===== config.mk =====
export PLATFORM = sky130hd
export DESIGN_NAME = fifo_wr_arbiter_flat
export DESIGN_NICKNAME = d
export VERILOG_FILES = /design/src/rtl/fifo_wr_arbiter_pkg.sv /design/src/rtl/fifo_wr_arbiter_if.sv /design/src/rtl/fifo_wr_arbiter_rr_priority_pick.sv /design/src/rtl/fifo_wr_arbiter.sv /design/src/flat_wrapper.sv
export SDC_FILE = /design/constraint.sdc
export NUM_CORES = 1
export LEC_CHECK = 0
export CORE_AREA = 3 3 65 67
export CTS_BUF_LIST = sky130_fd_sc_hd__clkbuf_4 sky130_fd_sc_hd__clkbuf_8
export CTS_CLUSTER_SIZE = 16
export DETAILED_ROUTE_END_ITERATION = 8
export DIE_AREA = 0 0 68 70
export DONT_BUFFER_PORTS = 1
export MAX_ROUTING_LAYER = met4
export PLACE_DENSITY = 0.59
export SYNTH_ARGS = -nofsm -noshare
export SYNTH_HDL_FRONTEND = slang
export SYNTH_SLANG_ARGS = --single-unit

===== constraint.sdc =====
create_clock -name clk -period 2.1 [get_ports clk]
set_input_delay 0.42 -clock clk [delete_from_list [all_inputs] [get_ports clk]]
set_output_delay 0.42 -clock clk [all_outputs]
set_load 0.05 [all_outputs]

===== src/rtl/fifo_wr_arbiter_pkg.sv =====
// Shared types and helpers for the FIFO write-port arbiter.
// Holds the FSM state type, the index-width helper and the
// round-robin pick function used by the priority picker.
package fifo_arb_pkg;

  typedef enum logic {
    IDLE  = 1'b0,
    BURST = 1'b1
  } arb_state_e;

  // Widest requester count the picker is built for
  localparam int MAX_REQ = 8;

  typedef struct packed {
    logic       found;
    logic [2:0] idx;
  } pick_t;

  // Index width for n requesters; never narrower than one bit
  function automatic int idx_w(input int n);
    return (n > 1) ? $clog2(n) : 1;
  endfunction

  // First set bit of valid scanning ptr, ptr+1, ... modulo n.
  // Scanning from the far end down lets the nearest candidate win.
  function automatic pick_t rr_pick(input logic [MAX_REQ-1:0] valid,
                                    input logic [2:0]         ptr,
                                    input int                 n);
    pick_t p;
    int    j;
    p = '0;
    for (int k = MAX_REQ - 1; k >= 0; k--) begin
      if (k < n) begin
        j = (int'(ptr) + k) % n;
        if (valid[3'(j)]) begin
          p.found = 1'b1;
          p.idx   = 3'(j);
        end
      end
    end
    return p;
  endfunction

endpackage


===== src/rtl/fifo_wr_arbiter_if.sv =====
// Bundle of producer handshake and FIFO write-port signals.
// The master side is the arbiter (it owns the FIFO write port);
// the slave side is the producers plus the FIFO status.
interface fifo_wr_arbiter_if #(
  parameter int NUM_REQ    = 4,
  parameter int DATA_WIDTH = 16
);
  localparam int IW = fifo_arb_pkg::idx_w(NUM_REQ);

  logic [NUM_REQ-1:0]            req_valid;
  logic [NUM_REQ*DATA_WIDTH-1:0] req_data;
  logic [NUM_REQ-1:0]            req_last;
  logic [NUM_REQ-1:0]            req_ready;
  logic                          fifo_wr_en;
  logic [DATA_WIDTH-1:0]         fifo_data_in;
  logic                          fifo_full;
  logic                          fifo_almostfull;
  logic                          fifo_overflow;
  logic [IW-1:0]                 grant_id;
  logic                          busy;
  logic                          err_overflow;

  modport master (
    input  req_valid, req_data, req_last,
    input  fifo_full, fifo_almostfull, fifo_overflow,
    output req_ready, fifo_wr_en, fifo_data_in,
    output grant_id, busy, err_overflow
  );

  modport slave (
    output req_valid, req_data, req_last,
    output fifo_full, fifo_almostfull, fifo_overflow,
    input  req_ready, fifo_wr_en, fifo_data_in,
    input  grant_id, busy, err_overflow
  );

endinterface


===== src/rtl/fifo_wr_arbiter_rr_priority_pick.sv =====
// Combinational round-robin picker: rotates the valid vector by ptr
// and priority-encodes, returning the chosen index and a found flag.
module rr_priority_pick
  import fifo_arb_pkg::*;
#(
  parameter  int NUM_REQ = 4,
  localparam int IW      = idx_w(NUM_REQ)
) (
  input  logic [NUM_REQ-1:0] valid,
  input  logic [IW-1:0]      ptr,
  output logic [IW-1:0]      idx,
  output logic               found
);

  logic [MAX_REQ-1:0] valid_ext;
  pick_t              pick;

  // Widen to the picker's native size and run the rotate-and-encode
  always_comb begin
    valid_ext                = '0;
    valid_ext[NUM_REQ-1:0]   = valid;
    pick                     = rr_pick(valid_ext, 3'(ptr), NUM_REQ);
    idx                      = IW'(pick.idx);
    found                    = pick.found;
  end

endmodule


===== src/rtl/fifo_wr_arbiter.sv =====
// Round-robin arbiter sharing one FIFO write port among NUM_REQ
// producers, granting bursts of up to MAX_BURST beats.
// Optional feature macro: FWA_GRANT_STATS_EN adds per-requester
// saturating accepted-beat counters (grant_cnt) with a clear (stats_clr).
module fifo_wr_arbiter
  import fifo_arb_pkg::*;
#(
  parameter int NUM_REQ    = 4,
  parameter int DATA_WIDTH = 16,
  parameter int MAX_BURST  = 8
) (
  input  logic                   clk,
  input  logic                   rst,
`ifdef FWA_GRANT_STATS_EN
  input  logic                   stats_clr,
  output logic [NUM_REQ*16-1:0]  grant_cnt,
`endif
  fifo_wr_arbiter_if.master      bus
);

  localparam int            IW        = idx_w(NUM_REQ);
  localparam int            BW        = $clog2(MAX_BURST) + 1;
  localparam logic [BW-1:0] LAST_BEAT = BW'(MAX_BURST - 1);

  arb_state_e            state;
  logic [IW-1:0]         grant_q;
  logic [IW-1:0]         rr_ptr;
  logic [IW-1:0]         pick_idx;
  logic [IW-1:0]         next_ptr;
  logic [BW-1:0]         beat_cnt;
  logic                  pick_found;
  logic                  g_valid;
  logic                  g_last;
  logic [DATA_WIDTH-1:0] g_data;
  logic                  accept;
  logic                  burst_end;

  rr_priority_pick #(.NUM_REQ(NUM_REQ)) u_pick (
    .valid (bus.req_valid),
    .ptr   (rr_ptr),
    .idx   (pick_idx),
    .found (pick_found)
  );

  // Route the current grantee's valid, last and data lines
  always_comb begin
    g_valid = 1'b0;
    g_last  = 1'b0;
    g_data  = '0;
    for (int i = 0; i < NUM_REQ; i++) begin
      if (grant_q == IW'(i)) begin
        g_valid = bus.req_valid[i];
        g_last  = bus.req_last[i];
        g_data  = bus.req_data[i*DATA_WIDTH +: DATA_WIDTH];
      end
    end
  end

  // Handshake and FIFO write path; a full FIFO stalls but never ends a burst
  always_comb begin
    accept        = (state == BURST) && g_valid && !bus.fifo_full;
    bus.req_ready = '0;
    for (int i = 0; i < NUM_REQ; i++) begin
      if ((state == BURST) && !bus.fifo_full && (grant_q == IW'(i)))
        bus.req_ready[i] = 1'b1;
    end
    bus.fifo_wr_en   = accept;
    bus.fifo_data_in = (state == BURST) ? g_data : '0;
    burst_end        = !g_valid ||
                       (accept && (g_last || (beat_cnt == LAST_BEAT) || bus.fifo_almostfull));
    next_ptr         = (grant_q == IW'(NUM_REQ - 1)) ? '0 : grant_q + IW'(1);
  end

  assign bus.busy     = (state == BURST);
  assign bus.grant_id = grant_q;

  // Arbitration FSM: pick a grantee in IDLE, stream its beats in BURST
  always_ff @(posedge clk or posedge rst) begin
    if (rst) begin
      state    <= IDLE;
      grant_q  <= '0;
      rr_ptr   <= '0;
      beat_cnt <= '0;
    end else begin
      case (state)
        IDLE: begin
          if (pick_found) begin
            grant_q  <= pick_idx;
            beat_cnt <= '0;
            state    <= BURST;
          end
        end
        BURST: begin
          if (accept)
            beat_cnt <= beat_cnt + BW'(1);
          if (burst_end) begin
            state  <= IDLE;
            rr_ptr <= next_ptr;
          end
        end
        default: state <= IDLE;
      endcase
    end
  end

  // Sticky overflow flag, only reset clears it
  always_ff @(posedge clk or posedge rst) begin
    if (rst)
      bus.err_overflow <= 1'b0;
    else if (bus.fifo_overflow)
      bus.err_overflow <= 1'b1;
  end

`ifdef FWA_GRANT_STATS_EN
  // Per-requester saturating count of accepted beats; clear has priority
  always_ff @(posedge clk or posedge rst) begin
    if (rst) begin
      grant_cnt <= '0;
    end else if (stats_clr) begin
      grant_cnt <= '0;
    end else if (accept) begin
      for (int i = 0; i < NUM_REQ; i++) begin
        if ((grant_q == IW'(i)) && (grant_cnt[i*16 +: 16] != 16'hFFFF))
          grant_cnt[i*16 +: 16] <= grant_cnt[i*16 +: 16] + 16'd1;
      end
    end
  end
`endif

endmodule


===== src/flat_wrapper.sv =====
// flat-port wrapper written by rule: the top's interface ports become plain ports
module fifo_wr_arbiter_flat import fifo_arb_pkg::*;
#(
  parameter int NUM_REQ    = 4,
  parameter int DATA_WIDTH = 16,
  parameter int MAX_BURST  = 8
)
  (clk, rst, bus_req_valid, bus_req_data, bus_req_last, bus_fifo_full, bus_fifo_almostfull, bus_fifo_overflow, bus_req_ready, bus_fifo_wr_en, bus_fifo_data_in, bus_grant_id, bus_busy, bus_err_overflow);
  fifo_wr_arbiter_if #(.NUM_REQ(NUM_REQ), .DATA_WIDTH(DATA_WIDTH)) bus_i ();
  input  logic clk;
  input  logic rst;
  input wire logic [$bits(bus_i.req_valid)-1:0] bus_req_valid;
  input wire logic [$bits(bus_i.req_data)-1:0] bus_req_data;
  input wire logic [$bits(bus_i.req_last)-1:0] bus_req_last;
  input wire logic [$bits(bus_i.fifo_full)-1:0] bus_fifo_full;
  input wire logic [$bits(bus_i.fifo_almostfull)-1:0] bus_fifo_almostfull;
  input wire logic [$bits(bus_i.fifo_overflow)-1:0] bus_fifo_overflow;
  output wire logic [$bits(bus_i.req_ready)-1:0] bus_req_ready;
  output wire logic [$bits(bus_i.fifo_wr_en)-1:0] bus_fifo_wr_en;
  output wire logic [$bits(bus_i.fifo_data_in)-1:0] bus_fifo_data_in;
  output wire logic [$bits(bus_i.grant_id)-1:0] bus_grant_id;
  output wire logic [$bits(bus_i.busy)-1:0] bus_busy;
  output wire logic [$bits(bus_i.err_overflow)-1:0] bus_err_overflow;
  assign bus_i.req_valid = bus_req_valid;
  assign bus_i.req_data = bus_req_data;
  assign bus_i.req_last = bus_req_last;
  assign bus_i.fifo_full = bus_fifo_full;
  assign bus_i.fifo_almostfull = bus_fifo_almostfull;
  assign bus_i.fifo_overflow = bus_fifo_overflow;
  assign bus_req_ready = bus_i.req_ready;
  assign bus_fifo_wr_en = bus_i.fifo_wr_en;
  assign bus_fifo_data_in = bus_i.fifo_data_in;
  assign bus_grant_id = bus_i.grant_id;
  assign bus_busy = bus_i.busy;
  assign bus_err_overflow = bus_i.err_overflow;
  fifo_wr_arbiter #(.NUM_REQ(NUM_REQ), .DATA_WIDTH(DATA_WIDTH), .MAX_BURST(MAX_BURST)) u_core (.clk(clk), .rst(rst), .bus(bus_i));
endmodule

==> results of run 1 <==
logic make-up (layout without fill, tap and decap cells):
group / after synthesis / count (layout) / share of synthesized area [%]
buf+inv: 37 / 63 / 12.1
flops: 10 / 10 / 19.6
mux: 5 / 5 / 3.93
fa+ha+maj: 5 / 5 / 4.91
compound gates: 69 / 69 / 40.8
simple gates: 46 / 47 / 18.6
per-layer routing:
layer	GRT usage (%)	vias to the layer above	routed length (um)
li1	-	685	-
met1	20.5	690	1740
met2	33.0	87	2550
met3	2.89	7	432
met4	6.40	0	59
met5	-	-	0
cells in the final DEF, fill, tap and decap left out, types with 3 or more instances in the layout:
master,n
sky130_fd_sc_hd__a21oi_4,16
sky130_fd_sc_hd__dfrtp_1,8
sky130_fd_sc_hd__nand2_1,24
sky130_fd_sc_hd__a221oi_1,5
sky130_fd_sc_hd__clkbuf_8,3
sky130_fd_sc_hd__inv_1,21
sky130_fd_sc_hd__a221oi_2,10
sky130_fd_sc_hd__mux2i_1,5
sky130_fd_sc_hd__o22ai_1,3
sky130_fd_sc_hd__buf_12,19
sky130_fd_sc_hd__nor2_1,3
sky130_fd_sc_hd__buf_4,12
sky130_fd_sc_hd__a211o_1,16
sky130_fd_sc_hd__a21oi_1,6
state kept, by name, summed over array words and instances (netlist names):
name                     flops
u_core.bus.grant_id          2
u_core.rr_ptr                2
u_core.beat_cnt              4
u_core.bus.busy              1
u_core.bus.err_overflow      1
what timing repair did:
item	4_1_cts	5_1_grt
cloned	2	1
endpoints found under the setup margin	17	18
gates resized for setup	10	7
pin swaps	13	12
setup buffers	2	1
stage by stage:
| stage | util, % | TNS (ns) |
|---|---|---|
| 2_1_floorplan | - | -2.63 |
| 3_3_place_gp | 53.2 | -0.0648 |
| 3_5_place_dp | 53.2 | -0.732 |
| 4_1_cts | 57.1 | -3.55 |
| 5_1_grt | 59.1 | -4.65 |
| 6_report | 59.1 | -3.51 |
worst paths after layout:
path	to	depth (start not counted)
worst max-delay path	bus_fifo_data_in[2]	6
worst min-delay path	u_core.beat_cnt[0]	1
worst max register to register	u_core.bus.busy	7
worst min register to register	u_core.beat_cnt[3]	1
max in group asynchronous	u_core.bus.grant_id[0]	1
min in group clk	u_core.bus.err_overflow	1
area by class of cell:
cell class                      count  area, um2  share of cell area (%)
Clock buffer                        4       48.8                    2.24
Tap cell                           48       60.1                    2.76
Multi-Input combinational cell    126       1170                    53.8
Inverter                           24       93.8                    4.31
Sequential cell                    10        253                    11.6
Timing Repair Buffer               35        551                    25.3
power breakdown:
part	total [mW]	internal, mW	switching (mW)
combinational	4.35	1.97	2.38
sequential	0.325	0.260	0.0653
clock	0.216	0.145	0.0707
total	4.89	2.38	2.51
==> reports/summary.log, run 1 <==
[clock_network] clock network latency to the later pin of the worst-skew pair 0.24 ns
[logic_synthesis] share of flip-flops with an asynchronous set or reset 100%
[floorplan] number of standard-cell rows in the floorplan 22
[global_routing] total track usage 18.6%
[status] result of the run finished, violations left
[min_path] worst hold path class in2async
[logic_synthesis] ranking of synthesized cells by instance count 25 x sky130_fd_sc_hd__nand2_1, 24 x sky130_fd_sc_hd__inv_1, 22 x sky130_fd_sc_hd__a21oi_1
[critical_path] worst setup path startpoint u_core.bus.grant_id[1]
[layout] Area Overhead vs Synth 70.9%
[critical_path] worst stage delay on the critical path 0.42 ns
[layout] layout cell share with drive strength beyond 1 42.7%
[detailed_routing] detailed router's first-iteration violation count 48
[logic_synthesis] Post-Synthesis Mean Instance Area 7.41 um2
[timing] setup repair after global routing missed its margin true
[critical_path] ordered cell list for the critical path buf_4 -> ha_2 -> bufbuf_16 -> a211o_1 -> a21oi_4 -> buf_12
[global_routing] vias in the first global route 1435
[detailed_routing] number of optimization iterations in the first detailed-route pass 4
[layout] Final #Nets 282
[detailed_routing] ANT nets after route 0
[critical_path] kind of critical path reg2out
[global_routing] initial antenna violation count 0
[floorplan] starting density of the core 34.6%
[critical_path] largest driver fanout on the critical path 17
[critical_path] register-to-register setup slack 0.04 ns
[layout] final std cells w/o fill 247
[logic_synthesis] warnings from Yosys 0
[detailed_routing] final WL 4.79 mm
[place] Cells after DPL 237
[clock_network] TritonCTS clock tree built
[logic_synthesis] number of cells produced by synthesis 172
[clock_network] clock tree root buffer cell sky130_fd_sc_hd__clkbuf_8
[floorplan] Placeable Area 3690 um2
[timing] minimum period implied by the final worst setup slack 2.34 ns
[logic_synthesis] most common flop cell mapped by yosys sky130_fd_sc_hd__dfrtp_1
[critical_path] Critical Path Source Type flop
[critical_path] Crit. End Element output pin
[timing] worst slew slack as a fraction of its limit 48.6%
[clock_network] clock buffers created by TritonCTS 3
[logic_synthesis] area leader, netlist sky130_fd_sc_hd__dfrtp_1
[detailed_routing] final routed DRC violation total 0
[critical_path] WP buf/inv 3
[detailed_routing] average wire per cell in the routed design 19.4 um
[logic_synthesis] Synth cell types 37
[floorplan] DIE WIDTH 68 um
[clock_network] clock sinks 10
[layout] ANT cells 0
[logic_synthesis] count leader, synth sky130_fd_sc_hd__nand2_1
[floorplan] Boundary Pins 102
[detailed_routing] routed via count divided by cell count 5.95
[detailed_routing] via count 1469
[timing] Max Clock Freq 0.427 GHz
[pwr] leakage power 0.938 nW
[logic_synthesis] area share of the largest cell type after synthesis 19.6%
[timing] Setup violations, final 17
[global_routing] total congestion overflow after global routing 0
[place] Port Buf Inserts 0
[pwr] post-route total power 4.89 mW
[logic_synthesis] Post-Synthesis Net Count 254
[clock_network] Clock Tree Buf Depth 2
[place] Post-Place Cell Area 1960 um2
[pwr] IR drop worst, VDD 0.000939 V
[global_routing] first-pass GRT wire length 6.69 mm
[global_routing] largest net degree at the start of global routing 22
[timing] Post-Route Skew 0.00614 ns
[critical_path] R2R Path Start u_core.bus.grant_id[0]
[logic_synthesis] number of enable-type register cells in the synthesized netlist 0
[timing] final clock period utilization by the worst path 111%
[timing] final count of pins violating max slew 0
[status] failing checks negative setup slack
[logic_synthesis] sequential fraction of the synthesis area 19.6%
[layout] filler instances 313
[clock_network] clock-pin slew of the registers on the worst-case setup and hold paths 0.05 ns
[logic_synthesis] top cells by area in the synthesized netlist sky130_fd_sc_hd__dfrtp_1 20%, sky130_fd_sc_hd__a211o_1 11%, sky130_fd_sc_hd__a221oi_1 10%
[critical_path] critical path required time 1.68 ns
[place] global placer's final weighted congestion 0.881
[pwr] pwr dens 2250 nW/um2
[timing] Fin Hold WS 0.0415 ns
[clock_network] Max H-tree Level 1
[timing] Hold Violations, Final 0
[timing] slew of the pin with the lowest slew margin 0.762 ns
[critical_path] data arrival time of the worst path 1.92 ns
[floorplan] Die Ht 70 um
[floorplan] area of the die 4760 um2
[layout] final non-filler cell area 2180 um2
[place] pre-CTS setup slack -0.0943 ns
[clock_network] count of hold-fix buffers inserted at cts 0
[timing] final setup slack of the worst path -0.241 ns
[logic_synthesis] post-synthesis instance area 1270 um2
[run] number of max-capacitance violations reported 0
[place] DP Wirelength 3.64 mm
[critical_path] Crit-path slowest cell sky130_fd_sc_hd__dfrtp_2
[logic_synthesis] register bit count reported by yosys 10
[critical_path] Worst path top cell family by delay buffers and inverters
Power figures use the tool's default switching activity.
==> run 2: changes to the inputs <==
--- a/config.mk
+++ b/config.mk
@@ -5,6 +5,7 @@
 export SDC_FILE = /design/constraint.sdc
 export NUM_CORES = 1
 export LEC_CHECK = 0
+export CAP_MARGIN = 20
 export CORE_AREA = 3 3 65 67
 export CTS_BUF_LIST = sky130_fd_sc_hd__clkbuf_4 sky130_fd_sc_hd__clkbuf_8
 export CTS_CLUSTER_SIZE = 16
==> results of run 2 <==
Same layout as run 1: the final DEF is identical, and so are final timing and power.
==> run 3: changes to the inputs <==
--- a/config.mk
+++ b/config.mk
@@ -14,6 +14,7 @@
 export DONT_BUFFER_PORTS = 1
 export MAX_ROUTING_LAYER = met4
 export PLACE_DENSITY = 0.59
+export SLEW_MARGIN = 20
 export SYNTH_ARGS = -nofsm -noshare
 export SYNTH_HDL_FRONTEND = slang
 export SYNTH_SLANG_ARGS = --single-unit
==> constraint.sdc (replaced) <==
create_clock -name clk -period 2.1 [get_ports clk]
set_input_delay 0.42 -clock clk [delete_from_list [all_inputs] [get_ports clk]]
set_output_delay 0.42 -clock clk [all_outputs]
set_load 0.02 [all_outputs]
==> run 3 against run 2 <==
The run still ends with negative setup slack left. Setup slack better by 0.13 ns. Sequential power about the same. Sequential cell count stayed put. Sequential share of layout area increased by 2.2 points. Power is 31% lower. Clock-buffer cell count unchanged. Cell area down 16%. Core utilization fell by 9.3 points. Critical path depth shrank 1. Maximum frequency increased by 5.7%. Non-clock buffer count fell by 17.
==> reports/summary.log, run 3 (same netlist as run 1, synthesis figures left out) <==
[status] result of the run finished, violations left
[status] failing checks negative setup slack
[layout] most frequent cells in the layout 24 x sky130_fd_sc_hd__nand2_1, 21 x sky130_fd_sc_hd__inv_1, 16 x sky130_fd_sc_hd__a211o_1, 16 x sky130_fd_sc_hd__a21oi_4, 12 x sky130_fd_sc_hd__a221oi_1
[timing] Max Clock Freq 0.452 GHz [+5.7%]
[clock_network] clock-pin slew of the registers on the worst-case setup and hold paths 0.05 ns [about the same]
[clock_network] clock network latency to the later pin of the worst-skew pair 0.23 ns [about the same]
[detailed_routing] detailed router's first-iteration violation count 77 [+60%]
[global_routing] largest net degree at the start of global routing 25 [+14%]
[global_routing] total congestion overflow after global routing 0 [unchanged]
[layout] Top reg by flops u_core.beat_cnt
[timing] final clock period utilization by the worst path 105% [-6.0 points]
[layout] layout cell share with drive strength beyond 1 32.4% [-10 points]
[critical_path] largest driver fanout on the critical path 8 [-9]
[critical_path] worst setup path startpoint u_core.bus.grant_id[0]
[timing] setup repair after global routing missed its margin true
[global_routing] initial antenna violation count 0 [unchanged]
[detailed_routing] final WL 4.35 mm [-9.2%]
[critical_path] Crit. End Element output pin
[critical_path] kind of critical path reg2out
[floorplan] DIE WIDTH 68 um [unchanged]
[layout] area taken by flip-flops and latches 253 um2 [unchanged]
[pwr] leakage power 0.785 nW [-16%]
[layout] final non-filler cell area 1830 um2 [-16%]
[floorplan] starting density of the core 34.6% [unchanged]
[global_routing] vias in the first global route 1377 [-4.0%]
[pwr] pwr dens 1840 nW/um2 [-18%]
[place] Post-Place Cell Area 1540 um2 [-21%]
[run] number of max-capacitance violations reported 0 [unchanged]
[layout] flip-flop count of the largest register, all copies and words added 4 [unchanged]
[critical_path] critical path required time 1.68 ns [about the same]
[floorplan] area of the die 4760 um2 [unchanged]
[timing] Total Negative Setup Slacks -1.44 ns [+2.06 ns]
[timing] Hold Violations, Final 0 [unchanged]
[timing] worst slew slack as a fraction of its limit 45.6% [-3.0 points]
[global_routing] Global Route met3 Usage 3.05% [+0.16 points]
[layout] Multi-input gate area 1160 um2 [-1.3%]
[detailed_routing] ANT nets after route 0 [unchanged]
[place] Port Buf Inserts 0 [unchanged]
[layout] filler instances 363 [+16%]
[layout] Area Overhead vs Synth 43.9%
[critical_path] register-to-register setup slack 0.07 ns [+0.03 ns]
[timing] Fin Hold WS 0.0482 ns [+0.00669 ns]
[min_path] worst hold path class in2async
[layout] ANT cells 0 [unchanged]
[global_routing] grt met1 use 21.2% [+0.69 points]
[critical_path] R2R Path Start u_core.bus.grant_id[1]
[clock_network] clock tree root buffer cell sky130_fd_sc_hd__clkbuf_8
[critical_path] Critical Path Source Type flop
[detailed_routing] routed via count divided by cell count 5.96 [+0.23%]
[pwr] IR drop worst, VDD 0.000587 V [-37%]
[timing] Setup violations, final 17 [unchanged]
[floorplan] Placeable Area 3690 um2 [unchanged]
[floorplan] Boundary Pins 102 [unchanged]
[timing] slew of the pin with the lowest slew margin 0.807 ns [+0.0447 ns]
[layout] Final #Nets 265 [-6.0%]
[place] DP Wirelength 3.25 mm [-11%]
[critical_path] destination of the worst register-to-register timing path u_core.bus.busy
[global_routing] first-pass GRT wire length 6.56 mm [-2.0%]
[global_routing] met2 Usage GRT 31.2% [-1.8 points]
[timing] Post-Route Skew 0.000430 ns [-0.00571 ns]
[floorplan] number of standard-cell rows in the floorplan 22 [unchanged]
[clock_network] TritonCTS clock tree built
[global_routing] layer with the highest usage after global routing met2
[place] global placer's final weighted congestion 0.792 [-10%]
[timing] minimum period implied by the final worst setup slack 2.21 ns [-0.126 ns]
[clock_network] clock sinks 10 [unchanged]
[layout] most common cell after layout, fill and taps aside sky130_fd_sc_hd__nand2_1
[global_routing] total track usage 17.9% [-0.69 points]
[clock_network] Max H-tree Level 1 [unchanged]
[timing] final setup slack of the worst path -0.115 ns [+0.126 ns]
[detailed_routing] via count 1371 [-6.7%]
[critical_path] R2R cell count 10 [+3]
[clock_network] Clock Tree Buf Depth 2 [unchanged]
[detailed_routing] number of optimization iterations in the first detailed-route pass 5 [+1]
[timing] final count of pins violating max slew 0 [unchanged]
[floorplan] Die Ht 70 um [unchanged]
[detailed_routing] average wire per cell in the routed design 18.9 um [-2.5%]
[critical_path] data arrival time of the worst path 1.79 ns [-0.13 ns]
[clock_network] clock buffers created by TritonCTS 3 [unchanged]
[detailed_routing] final routed DRC violation total 0 [unchanged]
[run 3: cell types whose count changed in the layout (fill, tap and decap cells not counted), moves of 2 or more]
cell,delta
sky130_fd_sc_hd__buf_4,-2
sky130_fd_sc_hd__a221oi_1,+7
sky130_fd_sc_hd__ha_4,+2
sky130_fd_sc_hd__buf_12,-15
sky130_fd_sc_hd__a221oi_2,-7
sky130_fd_sc_hd__and2_2,-2
sky130_fd_sc_hd__a211oi_2,-2
sky130_fd_sc_hd__and2_1,+2
[run 3: worst max path at each step]
stage                                       to  cells past startpoint  slack [ns]
final                      bus_fifo_data_in[3]                      5       -0.11
after detailed placement  bus_fifo_data_in[15]                      5       -0.06
after floorplan           bus_fifo_data_in[11]                      7       -0.05
after CTS                 bus_fifo_data_in[15]                      5       -0.11
after global routing       bus_fifo_data_in[2]                      7       -0.17
after global placement     bus_fifo_data_in[0]                      5        0.01
[run 3: power by group]
group          leakage (nW)  internal, mW  switching (mW)
clock network        0.0288         0.165          0.0740
logic                 0.634          1.22            1.59
registers             0.122         0.260          0.0683
[run 3: per-stage QoR]
step	setup WS, ns	std cells	power [mW]	utilization, %
after floorplan	-0.0470	172	2.22	-
after global placement	0.00951	220	2.60	41.8
after detailed placement	-0.0565	220	2.67	41.8
after CTS	-0.105	230	3.30	48.7
after global routing	-0.169	230	3.58	49.7
final	-0.115	230	3.38	49.7
[run 3: cell type report]
type | count | share of cell area (%)
inverters | 24 | 5.05
multi-input cells | 126 | 63.1
flip-flops and latches | 10 | 13.8
repair buffers | 18 | 11.8
well taps | 48 | 3.27
clock buffers | 4 | 3.00
[run 3: critical path: stages, from the launching register on]
cell and delay, ns:
sky130_fd_sc_hd__dfrtp_2 0.45, sky130_fd_sc_hd__ha_4 0.19, sky130_fd_sc_hd__and2b_4 0.33, sky130_fd_sc_hd__a221oi_1 0.10, sky130_fd_sc_hd__a211o_1 0.28, sky130_fd_sc_hd__a21oi_4 0.22
[run 3: what timing repair did]
item                       in CTS  in global routing
cloned                          2                  0
setup endpoints to repair      17                 21
pin swaps                      36                  5
resized for setup              26                  8
setup buffers                   4                  0
hold endpoints to repair        0                  0
hold buffers                    0                  0
[run 3: metal layers]
| layer | vias up | routed length (um) |
|---|---|---|
| met5 | - | 0 |
| met4 | 0 | 27 |
| met3 | 6 | 336 |
| met2 | 78 | 2280 |
| met1 | 641 | 1700 |
| li1 | 646 | - |
